File: src/rtl/rggen_apb_host_adapter.sv
// -----------------------------------------------------------------------------
// rggen_apb_host_adapter
//
// APB completer that converts each host access into one single-beat request
// on the internal register access bus consumed by the generated register
// block. It rejects accesses outside the decoded window without touching the
// register block. A response timeout keeps a hung register block from stalling
// the APB host indefinitely.
//
// Parameters
//   ADDRESS_WIDTH  width of i_paddr / o_bus_address
//   DATA_WIDTH     data width, 32 or 64
//   TOTAL_SIZE     bytes decoded by the register block (0 .. TOTAL_SIZE-1)
//   TIMEOUT_CYCLES maximum o_bus_valid cycles without i_bus_ready, 0 = none
//
// Ports
//   clk, rst             clock, asynchronous active-high reset
//   i_psel .. i_pstrb    APB request side
//   o_pready, o_prdata,  APB completion; data and error are only non-zero
//   o_pslverr            while o_pready is high
//   o_bus_*              register access request, held while o_bus_valid
//   i_bus_ready,         register block completion, sampled only while a
//   i_bus_read_data,     request is outstanding
//   i_bus_error
//
// All outputs come straight from flops. The FSM is IDLE -> BUS -> RESP -> IDLE,
// with out-of-range accesses taking IDLE -> RESP directly.
// -----------------------------------------------------------------------------
module rggen_apb_host_adapter #(
    parameter int ADDRESS_WIDTH  = 16,
    parameter int DATA_WIDTH     = 32,
    parameter int TOTAL_SIZE     = 256,
    parameter int TIMEOUT_CYCLES = 64
) (
    input  logic                      clk,
    input  logic                      rst,
    // APB completer
    input  logic                      i_psel,
    input  logic                      i_penable,
    input  logic [ADDRESS_WIDTH-1:0]  i_paddr,
    input  logic                      i_pwrite,
    input  logic [DATA_WIDTH-1:0]     i_pwdata,
    input  logic [DATA_WIDTH/8-1:0]   i_pstrb,
    output logic                      o_pready,
    output logic [DATA_WIDTH-1:0]     o_prdata,
    output logic                      o_pslverr,
    // Register access bus
    output logic                      o_bus_valid,
    output logic                      o_bus_write,
    output logic [ADDRESS_WIDTH-1:0]  o_bus_address,
    output logic [DATA_WIDTH-1:0]     o_bus_write_data,
    output logic [DATA_WIDTH-1:0]     o_bus_write_mask,
    input  logic                      i_bus_ready,
    input  logic [DATA_WIDTH-1:0]     i_bus_read_data,
    input  logic                      i_bus_error
);

    localparam int STRB_W = DATA_WIDTH / 8;
    localparam int LSB_W  = $clog2(STRB_W);

    // Clears the byte-offset bits so the register block always sees a
    // word-aligned address.
    localparam logic [ADDRESS_WIDTH-1:0] ALIGN_MASK =
        ~ADDRESS_WIDTH'((1 << LSB_W) - 1);

    // The counter only has to reach TIMEOUT_CYCLES-1.
    localparam int               CNT_W    = (TIMEOUT_CYCLES > 1) ? $clog2(TIMEOUT_CYCLES) : 1;
    localparam logic [CNT_W-1:0] CNT_LAST = CNT_W'(TIMEOUT_CYCLES - 1);

    typedef enum logic [1:0] {
        ST_IDLE = 2'd0,
        ST_BUS  = 2'd1,
        ST_RESP = 2'd2
    } state_e;

    state_e                     state_q, state_d;
    logic [CNT_W-1:0]           tmo_cnt_q, tmo_cnt_d;

    logic                       bus_valid_q, bus_valid_d;
    logic                       bus_write_q, bus_write_d;
    logic [ADDRESS_WIDTH-1:0]   bus_addr_q, bus_addr_d;
    logic [DATA_WIDTH-1:0]      bus_wdata_q, bus_wdata_d;
    logic [DATA_WIDTH-1:0]      bus_mask_q, bus_mask_d;
    logic                       pready_q, pready_d;
    logic [DATA_WIDTH-1:0]      prdata_q, prdata_d;
    logic                       pslverr_q, pslverr_d;

    logic                       access_start;
    logic                       out_of_range;
    logic                       bus_done;
    logic                       bus_timeout;

    // Byte strobes to a bit mask: byte k of the mask is all ones when
    // strobe k is set.
    function automatic logic [DATA_WIDTH-1:0] expand_strobe(input logic [STRB_W-1:0] strb);
        logic [DATA_WIDTH-1:0] mask;
        mask = '0;
        for (int k = 0; k < STRB_W; k++) begin
            mask[k*8 +: 8] = {8{strb[k]}};
        end
        return mask;
    endfunction

    // The access phase is only recognised in IDLE; psel/penable changes
    // during BUS or RESP are deliberately ignored so an access always
    // completes with exactly one pready pulse.
    assign access_start = (state_q == ST_IDLE) && i_psel && i_penable;

    // Compare in 64 bits so TOTAL_SIZE may equal 2**ADDRESS_WIDTH.
    assign out_of_range = 64'(i_paddr) >= 64'(TOTAL_SIZE);

    assign bus_done = (state_q == ST_BUS) && i_bus_ready;

    // Ready in the final allowed cycle still wins, hence the !i_bus_ready.
    assign bus_timeout = (TIMEOUT_CYCLES != 0) && (state_q == ST_BUS) &&
                         !i_bus_ready && (tmo_cnt_q == CNT_LAST);

    // -------------------------------------------------------------------------
    // State register
    // -------------------------------------------------------------------------
    always_ff @(posedge clk or posedge rst) begin
        if (rst) begin
            state_q <= ST_IDLE;
        end else begin
            state_q <= state_d;
        end
    end

    // -------------------------------------------------------------------------
    // Next-state logic
    // -------------------------------------------------------------------------
    always_comb begin
        state_d = state_q;
        unique case (state_q)
            ST_IDLE: begin
                if (access_start) begin
                    state_d = out_of_range ? ST_RESP : ST_BUS;
                end
            end
            ST_BUS: begin
                if (bus_done || bus_timeout) begin
                    state_d = ST_RESP;
                end
            end
            ST_RESP: begin
                state_d = ST_IDLE;
            end
            default: begin
                state_d = ST_IDLE;
            end
        endcase
    end

    // -------------------------------------------------------------------------
    // Output logic: next values of the registered outputs
    // -------------------------------------------------------------------------
    always_comb begin
        bus_valid_d = 1'b0;
        bus_write_d = 1'b0;
        bus_addr_d  = '0;
        bus_wdata_d = '0;
        bus_mask_d  = '0;
        pready_d    = 1'b0;
        prdata_d    = '0;
        pslverr_d   = 1'b0;
        tmo_cnt_d   = '0;

        unique case (state_q)
            ST_IDLE: begin
                if (access_start) begin
                    if (out_of_range) begin
                        // Answered locally; the register block never sees it.
                        pready_d  = 1'b1;
                        pslverr_d = 1'b1;
                    end else begin
                        bus_valid_d = 1'b1;
                        bus_write_d = i_pwrite;
                        bus_addr_d  = i_paddr & ALIGN_MASK;
                        // Reads present zero data and a full mask.
                        bus_wdata_d = i_pwrite ? i_pwdata : '0;
                        bus_mask_d  = i_pwrite ? expand_strobe(i_pstrb) : '1;
                    end
                end
            end
            ST_BUS: begin
                if (bus_done) begin
                    pready_d  = 1'b1;
                    prdata_d  = bus_write_q ? '0 : i_bus_read_data;
                    pslverr_d = i_bus_error;
                end else if (bus_timeout) begin
                    pready_d  = 1'b1;
                    pslverr_d = 1'b1;
                end else begin
                    // Still waiting: hold the request and count the cycle.
                    bus_valid_d = 1'b1;
                    bus_write_d = bus_write_q;
                    bus_addr_d  = bus_addr_q;
                    bus_wdata_d = bus_wdata_q;
                    bus_mask_d  = bus_mask_q;
                    tmo_cnt_d   = tmo_cnt_q + CNT_W'(1);
                end
            end
            default: begin
                // RESP: everything returns to zero after the single pready.
            end
        endcase
    end

    // -------------------------------------------------------------------------
    // Output and timeout counter registers
    // -------------------------------------------------------------------------
    always_ff @(posedge clk or posedge rst) begin
        if (rst) begin
            bus_valid_q <= 1'b0;
            bus_write_q <= 1'b0;
            bus_addr_q  <= '0;
            bus_wdata_q <= '0;
            bus_mask_q  <= '0;
            pready_q    <= 1'b0;
            prdata_q    <= '0;
            pslverr_q   <= 1'b0;
            tmo_cnt_q   <= '0;
        end else begin
            bus_valid_q <= bus_valid_d;
            bus_write_q <= bus_write_d;
            bus_addr_q  <= bus_addr_d;
            bus_wdata_q <= bus_wdata_d;
            bus_mask_q  <= bus_mask_d;
            pready_q    <= pready_d;
            prdata_q    <= prdata_d;
            pslverr_q   <= pslverr_d;
            tmo_cnt_q   <= tmo_cnt_d;
        end
    end

    assign o_bus_valid      = bus_valid_q;
    assign o_bus_write      = bus_write_q;
    assign o_bus_address    = bus_addr_q;
    assign o_bus_write_data = bus_wdata_q;
    assign o_bus_write_mask = bus_mask_q;
    assign o_pready         = pready_q;
    assign o_prdata         = prdata_q;
    assign o_pslverr        = pslverr_q;

endmodule

File: config.mk
export PLATFORM = sky130hd
export DESIGN_NAME = rggen_apb_host_adapter
export DESIGN_NICKNAME = d
export VERILOG_FILES = /design/src/rtl/rggen_apb_host_adapter.sv
export SDC_FILE = /design/constraint.sdc
export NUM_CORES = 1
export LEC_CHECK = 0
export BUFFER_PORTS_ARGS = -buffer_cell sky130_fd_sc_hd__buf_2
export CORE_ASPECT_RATIO = 0.5
export CORE_MARGIN = 2
export CORE_UTILIZATION = 41
export CTS_BUF_LIST = sky130_fd_sc_hd__clkbuf_4
export DETAILED_ROUTE_END_ITERATION = 8
export GPL_ROUTABILITY_DRIVEN = 0
export HOLD_SLACK_MARGIN = 0.03
export MAX_ROUTING_LAYER = met4
export PLACE_DENSITY = 0.88
export SLEW_MARGIN = 15
export SYNTH_ARGS = -nofsm -noshare
export SYNTH_HDL_FRONTEND = slang
export SYNTH_SLANG_ARGS = --single-unit
File: constraint.sdc
create_clock -name clk -period 2.8 [get_ports clk]
set_clock_uncertainty 0.05 [all_clocks]
set_input_delay 0.14 -clock clk [delete_from_list [all_inputs] [get_ports clk]]
set_output_delay 0.14 -clock clk [all_outputs]
set_load 0.05 [all_outputs]
# Yosys cells after proc, flatten, opt, wreduce, memory -nomap -nowiden
# Index checks and enable logic that the tools add are counted.
[op_classes]
addsub = 1
order_cmp = 1
eq_ne = 5
mux = 42
n_reduce_logical = 9
[ops]
columns = ["cell", "n"]
rows = [
  ["32-bit two-way mux", 11],
  ["32-bit one-hot mux with 2 select lines", 2],
  ["16-bit two-way mux", 4],
  ["16-bit one-hot mux with 2 select lines", 1],
  ["6-bit two-way mux", 3],
  ["16-bit by 9-bit >= comparator with 1-bit output (second input constant)", 1],
  ["1-bit two-way mux", 13],
  ["1-bit one-hot mux with 2 select lines", 4],
  ["6-bit by 1-bit adder with 6-bit output (second input constant)", 1],
  ["6-bit == test (second input constant)", 1],
  ["2-bit two-way mux", 3],
  ["1-bit logical AND", 5],
  ["2-bit one-hot mux with 2 select lines", 1],
  ["3-bit inequality test (second input constant)", 1],
  ["2-bit by 1-bit == test with 1-bit output (second input constant)", 1],
  ["2-bit zero test", 1],
  ["2-bit by 1-bit inequality test with 1-bit output (second input constant)", 1],
  ["2-bit inequality test (second input constant)", 1],
  ["2-bit AND reduction", 1],
  ["1-bit zero test", 1],
  ["1-bit logical OR", 1],
]
[totals]
reg_bits = 124
inputBits = 91
out_inout_bits = 116
word_cells = 68

# Logic depth before layout (Yosys ltp)
[depth]
word_depth = 6
depth_mapped = 6
mapped_depth_nobuf = 4

# Worst setup path before layout
# Ideal clock, no wire load.
[synth_timing]
path_type = "reg-to-reg"
startpoint = "register state_q[1]"
endpoint = "register tmo_cnt_q[5]"
setup_ns = 0.084
t_arrival_ns = 1.494
t_required_ns = 2.666
setup_slack_ns = 1.172
stages_incl_launch_ff = 7
n_path_buf = 3
period_less_slack_ns = 1.628
cell_sequence = "dfrtp_1 -> or3b_1 -> clkbuf_1 -> a31oi_2 -> buf_4 -> buf_6 -> a21boi_0"
[synth_via]
elab_chain_len = 6
elab_cells_between_ends = 7
cone_classes = "1 x eq/ne; 3 x mux; 3 x reduce/logical"
[synth_rtl]
columns = ["element", "line_no", "rtl"]
rows = [
  ["from (decl)", "76", "state_e state_q, state_d;"],
  ["from (signal assigned)", "125", "state_q <= state_d;"],
  ["2-bit by 1-bit == test with 1-bit output (*)", "112, 115, 168", ""],
  ["1-bit logical AND", "115", "assign bus_timeout = (TIMEOUT_CYCLES != 0) && (state_q == ST_BUS) &&"],
  ["1-bit logical AND", "116", "!i_bus_ready && (tmo_cnt_q == CNT_LAST);"],
  ["6-bit two-way mux", "190", "end else if (bus_timeout) begin"],
  ["6-bit two-way mux", "186", "if (bus_done) begin"],
  ["6-bit two-way mux (*)", "168", "unique case (state_q)"],
  ["via tmo_cnt_d[5]", "77", "logic [CNT_W-1:0] tmo_cnt_q, tmo_cnt_d;"],
  ["to (signal assigned)", "232", "tmo_cnt_q <= tmo_cnt_d;"],
  ["to (decl)", "77", ""],
]
# Mark *: on every way through the listed nets, which the timed path passes. The rest lies on a longest branch.
# A chain may end at the register's enable or synchronous reset.

# Worst setup path after layout
[layout_timing]
startpoint = "register state_q[1]"
endpoint = "register bus_addr_q[7], in the netlist o_bus_address[7]"
[layout_via]
elab_chain_len = 5
elab_cells_between_ends = 11
cone_classes = "2 x eq/ne; 3 x mux; 6 x reduce/logical"
[layout_rtl]
columns = ["element", "line_no", "rtl"]
rows = [
  ["2-bit zero test", "107, 168", ""],
  ["1-bit logical AND (2 in series)", "107", "assign access_start = (state_q == ST_IDLE) && i_psel && i_penable;"],
  ["16-bit two-way mux", "170", "if (access_start) begin"],
  ["16-bit one-hot mux with 2 select lines", "168", ""],
  ["to (signal assigned)", "226", "bus_addr_q <= bus_addr_d;"],
  ["to (decl)", "81", "logic [ADDRESS_WIDTH-1:0] bus_addr_q, bus_addr_d;"],
]
# Parallel ways exist; a longest one is shown, timed or not.

==> summary.md <==
| Metric | Value |
|---|---|
| Status | completed |
| Vias in the first global route | about 3,200 |
| Port bufs | 202 |
| Commonest non-fill, non-tap cells in the layout | 202 x buf_2, 94 x dfrtp_1, 82 x dlygate4sd3_1 |
| Type of the most critical hold path | input pin to flop |
| Peak supply drop | about 260 µV |
| DR pass1 iterations | 5 |
| Half-perimeter wire length after placement | ~6.5 mm |
| Synth cell types | 33 |
| Finished Cell Area | 5530 µm² |
| Post-Synth Adder-Cell Area | 0.00345 |
| Reg-to-reg startpoint | state_q[1]$_DFFE_PP0P_ |
| Seq/Total Area, Yosys | 0.648 |
| Post-Synth XOR/XNOR Area | 0.00724 |
| Fillers | ~650 |
| Clock transition at the registers of the reported paths | 0.15 ns |
| Top sig layer | met4 |
| Final worst path period share | 0.758 |
| Wire length per cell | 16.3 µm |
| Hold wc startpoint | i_paddr[13] |
| Final Max Tran Viols | 0 |
| Slew HR | 0.546 |
| P per Cell Area | 436 nW/µm² |
| Layout cells sized above 1 | 0.495 |
| Post-synthesis mux area share | 0 |
| Yosys reg bits | 94 |
| Initial antenna violation count | 0 |
| DIE WIDTH | roughly 140 µm |
| Ant. Diodes | 0 |
| Mapped Cells | around 260 |
| Area grow syn2layout | 52.3% |
| Root Driver | clkbuf_4 |
| RSZ-0062 raised after global routing | false |
| Met3 WL | ~500 µm |
| Final WL | 10.4 mm |
| I/O pin count | slightly above 200 |
| Leading cell type in the layout, fill and taps excluded | buf_2 |
| Worst R2R Path Depth | 4 |
| Crit start category | flop |
| Core area | 8650 µm² |
| CP required | roughly 3.1 ns |
| Hold Path Depth | 4 |
| Clock sink count | 94 |
| Hold EP | o_bus_write$_DFFE_PP0P_ |
| Synth Area in Compound Gates | 0.129 |
| DP Area | between 4000 and 5000 µm² |
| Number of CTS-inserted buffers | 9 |
| Worst reg-to-reg setup slack | ~0.68 ns |
| Crit. End Element | flop |
| Setup violations, final | 0 |
| Fin crit period | 2.12 ns |
| Maxcap violations | 0 |
| Worst Tran Pin Value | just under 0.7 ns |
| FP Rows | 24 |
| First-pass GRT wire length | approximately 16 mm |
| DRT iter0 DRCs | 150 |
| GRT overflow | 0 |
| Max H-tree Level | 3 |
| Mean Syn Cell Area | between 10 and 15 µm² |
| DRC viols | 0 |
| Synth Area in Simple Gates | 0.119 |
| Clk buf depth | 2 |
| Routed Antenna Nets | 0 |
| Vias/cell | 4.80 |
| Critical path fanouts, max | 35 |
| Total power | around 2.4 mW |
| Die area | ~9700 µm² |
| GRT Resource Usage Total | 0.227 |
| Clk_lat worst skew | about 0.44 ns |
| CTS tree | done |
| Via count | between 3,000 and 4,000 |
| Post-Syn Area | roughly 3600 µm² |
| Largest net degree at the start of global routing | between 50 and 60 |
| Crit Path Class | flop to flop |
| Met1 WL | between 3 and 4 mm |
| Die Height | just over 70 µm |
| FF-to-FF End | o_bus_address[7]$_DFFE_PP0P_ |
| Initial cell density of the core | 0.420 |
| Achievable frequency | between 400 and 500 MHz |
| Leakage | ~3.1 nW |
| Main combinational cell family by area after synthesis | compound AO/OA/AOI/OAI gates |
| CP Data Arrival Time | ~2.5 ns |
| Synth warn | 0 |
| Layout Cells excl Fill | between 600 and 700 |
| Hold WS | around 0.10 ns |
| Hold Fails Final Rpt | 0 |
| Total negative slack | 0 ns |
| Placed Cells | 542 |
| CTS resizes | 0 |
| WL met2 | about 5.6 mm |
| Fin nets | 610 |
## cells in the mapped netlist (all sizes together)
cell,number,area share
dfrtp,94,0.65
a22o,42,0.11
and2,41,0.071
buf,40,0.085
nor2,5,0.0052
clkbuf,4,0.0041
nand2b,4,0.0069
inv,3,0.0031
o221ai,3,0.0072
xnor2,3,0.0072
nand3,2,0.0028
or2,2,0.0034
or4,2,0.0062
a21boi,1,0.0021
a21o,1,0.0021
a31oi,1,0.0034
and3,1,0.0017
conb,1,0.0010
ha,1,0.0034
nand2,1,0.0010
nand3b,1,0.0021
nand4b,1,0.0024
nand4bb,1,0.0031
nor2b,1,0.0017
nor3,1,0.0014
nor4,1,0.0059
o21ai,1,0.0014
or3,1,0.0017
or3b,1,0.0024
## critical path: stages (launching register included)
cell     delay (ns)
dfrtp_1        0.43
or3b_1         0.54
a31oi_4        0.58
buf_12         0.28
a22o_1         0.19
## worst max-delay path by stage
| stage | startpoint | endpoint | slack [ns] | cells after the start |
|---|---|---|---|---|
| after floorplan | rst | o_bus_address[10]$_DFFE_PP0P_ | 0.16 | 1 |
| after global placement | state_q[1]$_DFFE_PP0P_ | o_bus_write_data[11]$_DFFE_PP0P_ | 0.81 | 4 |
| after detailed placement | state_q[1]$_DFFE_PP0P_ | o_bus_write_data[1]$_DFFE_PP0P_ | 0.77 | 4 |
| after CTS | state_q[1]$_DFFE_PP0P_ | o_bus_write_data[1]$_DFFE_PP0P_ | 0.71 | 4 |
| after global routing | state_q[1]$_DFFE_PP0P_ | o_bus_address[7]$_DFFE_PP0P_ | 0.57 | 4 |
| final | state_q[1]$_DFFE_PP0P_ | o_bus_address[7]$_DFFE_PP0P_ | 0.68 | 4 |
## cells by family (layout without fill, tap and decap cells)
logic type,after synthesis,in the layout
AO/OA/AOI/OAI,49,49
XOR/XNOR,3,3
adder cells (fa/ha/maj),1,1
buffers and inverters,47,308
flip-flops,94,94
other,1,2
AND/OR/NAND/NOR,66,66
## per-stage QoR
step                setup WS [ns]   util
global route                0.574  0.639
CTS                         0.712  0.639
global placement            0.807  0.526
finish                      0.677  0.639
floorplan                   0.161      -
detailed placement          0.771  0.526
## area by class of cell
class	count	area, µm²	share of cell area
clock inverter	7	96.3	0.0174
timing repair buffer	289	1890	0.343
inverter	3	13.8	0.00249
multi-input combinational	121	960	0.174
tap	117	146	0.0265
sequential	94	2350	0.425
clock buffer	9	67.6	0.0122
## repair_timing
action                     in CTS  in global routing
hold buffers                   82                  0
setup buffers                   0                  0
setup endpoints to repair       0                  0
hold endpoints to repair      130                  0
## state kept, by name, indices dropped and copies added (netlist names)
register          flops
o_bus_write_data     32
tmo_cnt_q             6
o_bus_write_mask      4
o_bus_address        14
state_q               2
o_pready              1
o_prdata             32
o_bus_valid           1
o_bus_write           1
o_pslverr             1
## per-layer routing
layer	GRT usage	vias up
met4	0.124	0
met5	-	-
met2	0.395	133
li1	-	1373
met1	0.243	1521
met3	0.0480	45
## where the power goes
group          internal (mW)  switching, mW  total (mW)
clock                  0.368          0.472       0.839
sequential              1.36        0.00123        1.36
combinational          0.126         0.0860       0.212
total                   1.85          0.559        2.41
No activity file was read; power rests on OpenSTA's default activity.
